$ cat config.mk
export PLATFORM = sky130hd
export DESIGN_NAME = rr_grant_arbiter
export DESIGN_NICKNAME = d
export VERILOG_FILES = /design/src/rtl/rr_grant_arbiter.sv
export SDC_FILE = /design/constraint.sdc
export NUM_CORES = 1
export LEC_CHECK = 0
export BUFFER_PORTS_ARGS = -buffer_cell sky130_fd_sc_hd__buf_2
export CORE_ASPECT_RATIO = 1.1
export CORE_UTILIZATION = 59
export CTS_CLUSTER_SIZE = 25
export DETAILED_ROUTE_END_ITERATION = 8
export PLACE_DENSITY_LB_ADDON = 0.2
export SLEW_MARGIN = 20
export SYNTH_ARGS = -nofsm -noshare
export SYNTH_HDL_FRONTEND = slang
export SYNTH_SLANG_ARGS = --single-unit
$ cat constraint.sdc
create_clock -name clk -period 5.1 [get_ports clk]
set_input_delay 0 -clock clk [delete_from_list [all_inputs] [get_ports clk]]
set_output_delay 0 -clock clk [all_outputs]
set_load 0.05 [all_outputs]
$ cat src/rtl/rr_grant_arbiter.sv
`default_nettype none
// ============================================================================
// Module   : rr_grant_arbiter
// Purpose  : Round-robin arbiter for NUM_REQ level requesters. It holds a
//            registered one-hot grant and an encoded index until the owner
//            releases the grant or drops its request. Priority then rotates
//            to the requester after the last owner. Re-arbitration happens in
//            the same cycle as the end of a hold, so there is no idle bubble.
//
// Optional : `define ARB_HOLD_TIMEOUT_EN compiles in a hold counter. With it,
//            a grant is forcibly ended after MAX_HOLD cycles and a one-cycle
//            timeout pulse is produced. Without it, timeout is tied to 0 and
//            MAX_HOLD only takes part in the parameter sanity check.
//
// Ports    : clk           in   clock, rising edge
//            rst           in   synchronous reset, active-high
//            enable        in   permits new grants
//            req           in   [NUM_REQ] level request vector
//            owner_release in   single-cycle "owner done" pulse. It is named
//                               this way because `release` is a reserved word.
//            grant         out  [NUM_REQ] registered one-hot grant
//            grant_idx     out  [IDX_W] owner index, NUM_REQ when idle
//            grant_valid   out  registered |grant
//            timeout       out  one-cycle pulse on a forced end of a hold
//
// Revision : 1.0  initial release
// ============================================================================
module rr_grant_arbiter #(
    parameter int NUM_REQ  = 8,
    parameter int IDX_W    = $clog2(NUM_REQ) + 1,
    parameter int MAX_HOLD = 16
) (
    input  logic               clk,
    input  logic               rst,
    input  logic               enable,
    input  logic [NUM_REQ-1:0] req,
    input  logic               owner_release,
    output logic [NUM_REQ-1:0] grant,
    output logic [IDX_W-1:0]   grant_idx,
    output logic               grant_valid,
    output logic               timeout
);

    localparam int                 c_PTR_W    = (NUM_REQ > 1) ? $clog2(NUM_REQ) : 1;
    localparam logic [0:0]         c_IDLE     = 1'b0;
    localparam logic [0:0]         c_HOLD     = 1'b1;
    localparam logic [IDX_W-1:0]   c_NO_GRANT = IDX_W'(NUM_REQ);
    localparam logic [c_PTR_W-1:0] c_LAST     = c_PTR_W'(NUM_REQ - 1);
    localparam logic [NUM_REQ-1:0] c_ONE      = NUM_REQ'(1);

    // IDX_W must be able to hold the invalid code NUM_REQ.
    if (NUM_REQ < 1 || MAX_HOLD < 2 || IDX_W < $clog2(NUM_REQ + 1)) begin : g_param_check
        $error("rr_grant_arbiter: illegal parameter combination");
    end

    logic [0:0]         r_state;
    logic [c_PTR_W-1:0] r_ptr;
    logic [NUM_REQ-1:0] r_grant;
    logic [IDX_W-1:0]   r_grant_idx;
    logic               r_grant_valid;
    logic               r_timeout;

    logic [c_PTR_W-1:0] w_owner;
    logic [c_PTR_W-1:0] w_owner_next;
    logic [c_PTR_W-1:0] w_base;
    logic [c_PTR_W-1:0] w_sel;
    logic               w_found;
    logic               w_end_req;
    logic               w_to_fire;
    logic               w_end;
    logic               w_new_grant;

    // While holding, grant_idx always carries a valid owner index.
    assign w_owner      = r_grant_idx[c_PTR_W-1:0];
    assign w_owner_next = (w_owner == c_LAST) ? '0 : w_owner + 1'b1;

    // Voluntary end: explicit release, or the owner withdrew its request.
    assign w_end_req = owner_release || !req[w_owner];
    assign w_end     = (r_state == c_HOLD) && (w_end_req || w_to_fire);

    // In IDLE, scan from the stored pointer. At the end of a hold, scan from
    // the slot after the owner. That slot is the pointer value being written
    // on this same edge.
    assign w_base = (r_state == c_HOLD) ? w_owner_next : r_ptr;

    // Circular first-set search starting at w_base.
    always_comb begin : p_select
        int j;
        w_found = 1'b0;
        w_sel   = '0;
        for (int i = 0; i < NUM_REQ; i++) begin
            j = int'(w_base) + i;
            if (j >= NUM_REQ) begin
                j = j - NUM_REQ;
            end
            if (!w_found && req[j]) begin
                w_found = 1'b1;
                w_sel   = c_PTR_W'(j);
            end
        end
    end

    assign w_new_grant = enable && w_found && ((r_state == c_IDLE) || w_end);

`ifdef ARB_HOLD_TIMEOUT_EN
    localparam int                 c_CNT_W   = $clog2(MAX_HOLD);
    localparam logic [c_CNT_W-1:0] c_CNT_MAX = c_CNT_W'(MAX_HOLD - 1);

    logic [c_CNT_W-1:0] r_hold_cnt;

    // A forced end only counts when nothing else ends the hold that cycle.
    // A coincident release or drop is reported as a normal end.
    assign w_to_fire = (r_state == c_HOLD) && (r_hold_cnt == c_CNT_MAX) && !w_end_req;

    always_ff @(posedge clk) begin
        if (rst) begin
            r_hold_cnt <= '0;
        end else if (w_new_grant) begin
            r_hold_cnt <= '0;
        end else if ((r_state == c_HOLD) && (r_hold_cnt != c_CNT_MAX)) begin
            r_hold_cnt <= r_hold_cnt + 1'b1;
        end
    end
`else
    assign w_to_fire = 1'b0;
`endif

    always_ff @(posedge clk) begin
        if (rst) begin
            r_state       <= c_IDLE;
            r_ptr         <= '0;
            r_grant       <= '0;
            r_grant_idx   <= c_NO_GRANT;
            r_grant_valid <= 1'b0;
            r_timeout     <= 1'b0;
        end else begin
            r_timeout <= 1'b0;
            if (w_end) begin
                r_ptr     <= w_owner_next;
                r_timeout <= w_to_fire;
            end

            if (w_new_grant) begin
                r_state       <= c_HOLD;
                r_grant       <= c_ONE << w_sel;
                r_grant_idx   <= IDX_W'(w_sel);
                r_grant_valid <= 1'b1;
            end else if ((r_state == c_IDLE) || w_end) begin
                r_state       <= c_IDLE;
                r_grant       <= '0;
                r_grant_idx   <= c_NO_GRANT;
                r_grant_valid <= 1'b0;
            end
        end
    end

    assign grant       = r_grant;
    assign grant_idx   = r_grant_idx;
    assign grant_valid = r_grant_valid;
    assign timeout     = r_timeout;

endmodule
`default_nettype wire

==> out/metrics.csv <==
stage,metric,value,unit
sta,skew,0.0101,ns
synth,synth_edf_count,0,
finish,nets,257,
clock_tree,post_cts.repair.setup_buffers,0,
sta,slew_violations,0,
sta,hold_violations,0,
sta,fin_tns_setup,0,ns
synth,synth_nets,240,
global_routing,grt_pass1_vias,1743,
sta,worstMarginPinSlew,0.647,ns
die,initial_utilization,63.9,%
setup_path,crit_path_end_kind,register,
sta,layout_min_cycle_time,4.21,ns
finish,fillers,259,
setup_path,worstPathMaxFanout,15,
finish,final_core_util,67.9,%
power,power,0.635,mW
clock_tree,cts_tree,yes,
die,rows,21,
routing,wire_per_inst,18.2,µm
synth,ys_top_cells_by_area,"dfxtp_1, mux4_2, mux2i_1",
global_routing,antenna_found_initial,0,
run_status,violations,design-rule violations,
setup_path,worst_ep_arrival_time,4.43,ns
synth,syn_area,0.00200,mm²
die,ios,26,
sta,hold_slack,0.0229,ns
routing,drtPass1Iterations,7,
power,ir_worst_vdd,0.000281,V
synth,syn_inst,224,
finish,area_delta_synth_final,6.13,%
global_routing,grt_max_degree,23,
synth,yosysWarnings,0,
place,io_buffers,24,
sta,rsz0062_at_grt,false,
flow_run,drv_cap,0,
routing,viasPerCell,6.98,
setup_path,timing_worst_setup_path_type,register to register,
place,dp.cells,270,
routing,drc,2,
clock_tree,clkTransAtPathRegs,0.09,ns
routing,wirelength,5.00,mm
clock_tree,root_buffer,clkbuf_4,
routing,drt_iter0_markers,132,
place,place_area,0.00209,mm²
clock_tree,holdBufCountCts,0,
die,die_width,57.5,µm
clock_tree,cts_resized,0,
clock_tree,cts_buffers,3,
synth,synthTopCellsByCount,"mux2i_1, nand2_1, dfxtp_1, o21ai_0",
sta,fmax,0.238,GHz
synth,synth_seq_cells,16,
finish,final_cells,274,
die,die-area,0.00363,mm²
power,pwr_density_cell,299,mW/mm²
finish,diodes,0,
hold_path,min_path_type,input pin to register,
setup_path,r2r_slack,0.89,ns
synth,async_reset_ff_share,0,%
finish,layout-drive-gt1-share,24.6,%
die,core,0.00313,mm²
routing,detail-route-antenna-nets,0,
setup_path,cp_data_required_time,5.32,ns
synth,synth_top_area_share,16.0,%
global_routing,grt_usage,30.1,%
clock_tree,clock-sinks,16,
clock_tree,worstSkewPairLatency,0.28,ns
synth,yosysTopAreaCell,dfxtp_1,
run_status,outcome,"complete, but fails checks",
sta,final-setup-viol-count,0,
sta,fin_crit_sh,82.5,%
setup_path,start_kind,register,
synth,avgSynthCellArea,8.93,µm²
finish,multiInputGateArea,0.00153,mm²
power,p_leak,0.921,nW
place,dp_hpwl,3.85,mm
place,pre_cts_ws,0.915,ns
global_routing,grt_pass1_wl,8.49,mm
place,finalWeightedCongestion,0.947,
synth,synth_ff_type,dfxtp_1,
sta,layout_setup_ws,0.893,ns
synth,ys_seq_area_share,16.0,%
clock_tree,h-tree-depth,1,
synth,post_synth_num_cell_types,62,
finish,final_cell_area,0.00212,mm²
global_routing,grt-ovfl-total,0,
routing,num_vias,1913,
finish,regArea,320,µm²
sta,slew_headroom,56.0,%
die,die_h,63.1,µm
clock_tree,cts.path.max_buffers,2,
==> state kept, by name, indices dropped and copies added, names as in the netlist <==
signal / count
grant: 8
r_ptr: 3
grant_idx: 4
grant_valid: 1
==> final timing paths <==
check                                  start            to  cells after the start
worst min-delay path                     rst  grant_idx[0]                      2
worst min register to register  grant_idx[3]  grant_idx[3]                      2
worst max-delay path            grant_idx[0]      grant[7]                     12
worst max register to register  grant_idx[0]      grant[7]                     12
==> layer usage <==
metal	vias up	wire length (µm)	global-route usage, %
li1	890	-	-
met1	885	1990	39.8
met2	115	2330	46.7
met3	23	459	3.70
met4	0	220	18.0
met5	-	0	0
==> power by group <==
| group | switching, mW | internal, mW | total [mW] |
|---|---|---|---|
| registers | 0.0120 | 0.136 | 0.148 |
| logic | 0.245 | 0.162 | 0.406 |
| clock network | 0.0374 | 0.0435 | 0.0808 |
==> layout by cell type, fill, tap and decap left out, types with 3 or more instances in the layout <==
master / synthesis / final
o21ai_0: 14 / 14
a32oi_1: 4 / 4
clkbuf_4: 0 / 3
and2_1: 5 / 5
nand2_1: 18 / 18
nor2_1: 12 / 12
ha_1: 4 / 4
mux4_2: 13 / 13
buf_2: 4 / 24
inv_1: 12 / 12
a22oi_1: 4 / 4
a22o_1: 8 / 8
xnor2_1: 4 / 4
dfxtp_1: 16 / 16
nor2b_1: 3 / 3
nand3_1: 3 / 3
a21oi_1: 13 / 13
a21o_1: 6 / 6
nor3_1: 5 / 5
mux2i_1: 18 / 18
==> cell families (layout without fill, tap and decap cells) <==
| family | count (synthesis) | count (layout) | synth area share, % |
|---|---|---|---|
| AO/OA/AOI/OAI | 73 | 73 | 26.2 |
| AND/OR/NAND/NOR | 62 | 62 | 18.2 |
| multiplexers | 35 | 35 | 27.0 |
| buffers and inverters | 28 | 44 | 7.32 |
| flip-flops | 16 | 16 | 16.0 |
| XOR/XNOR | 5 | 5 | 2.57 |
| adder cells (fa/ha/maj) | 4 | 4 | 2.50 |
| other | 1 | 1 | 0.188 |
==> worst max-delay path, stage by stage, from the launching register on <==
cell and delay, ns:
dfxtp_1 0.42, ha_1 0.25, ha_1 0.22, nor3b_4 0.33, nor2_4 0.16, ha_1 0.62
inv_1 0.24, mux4_2 0.61, nor3b_2 0.33, o31ai_1 0.12, a32oi_1 0.27, nor4b_4 0.39
a22o_1 0.19
==> layout make-up <==
class	count	area share, %
clock buffer	4	1.71
inverter	14	2.59
multi-input combinational	180	72.2
sequential	16	15.1
tap	34	2.00
timing repair buffer	26	6.37
Note: power is estimated with default switching activity, not from simulation.
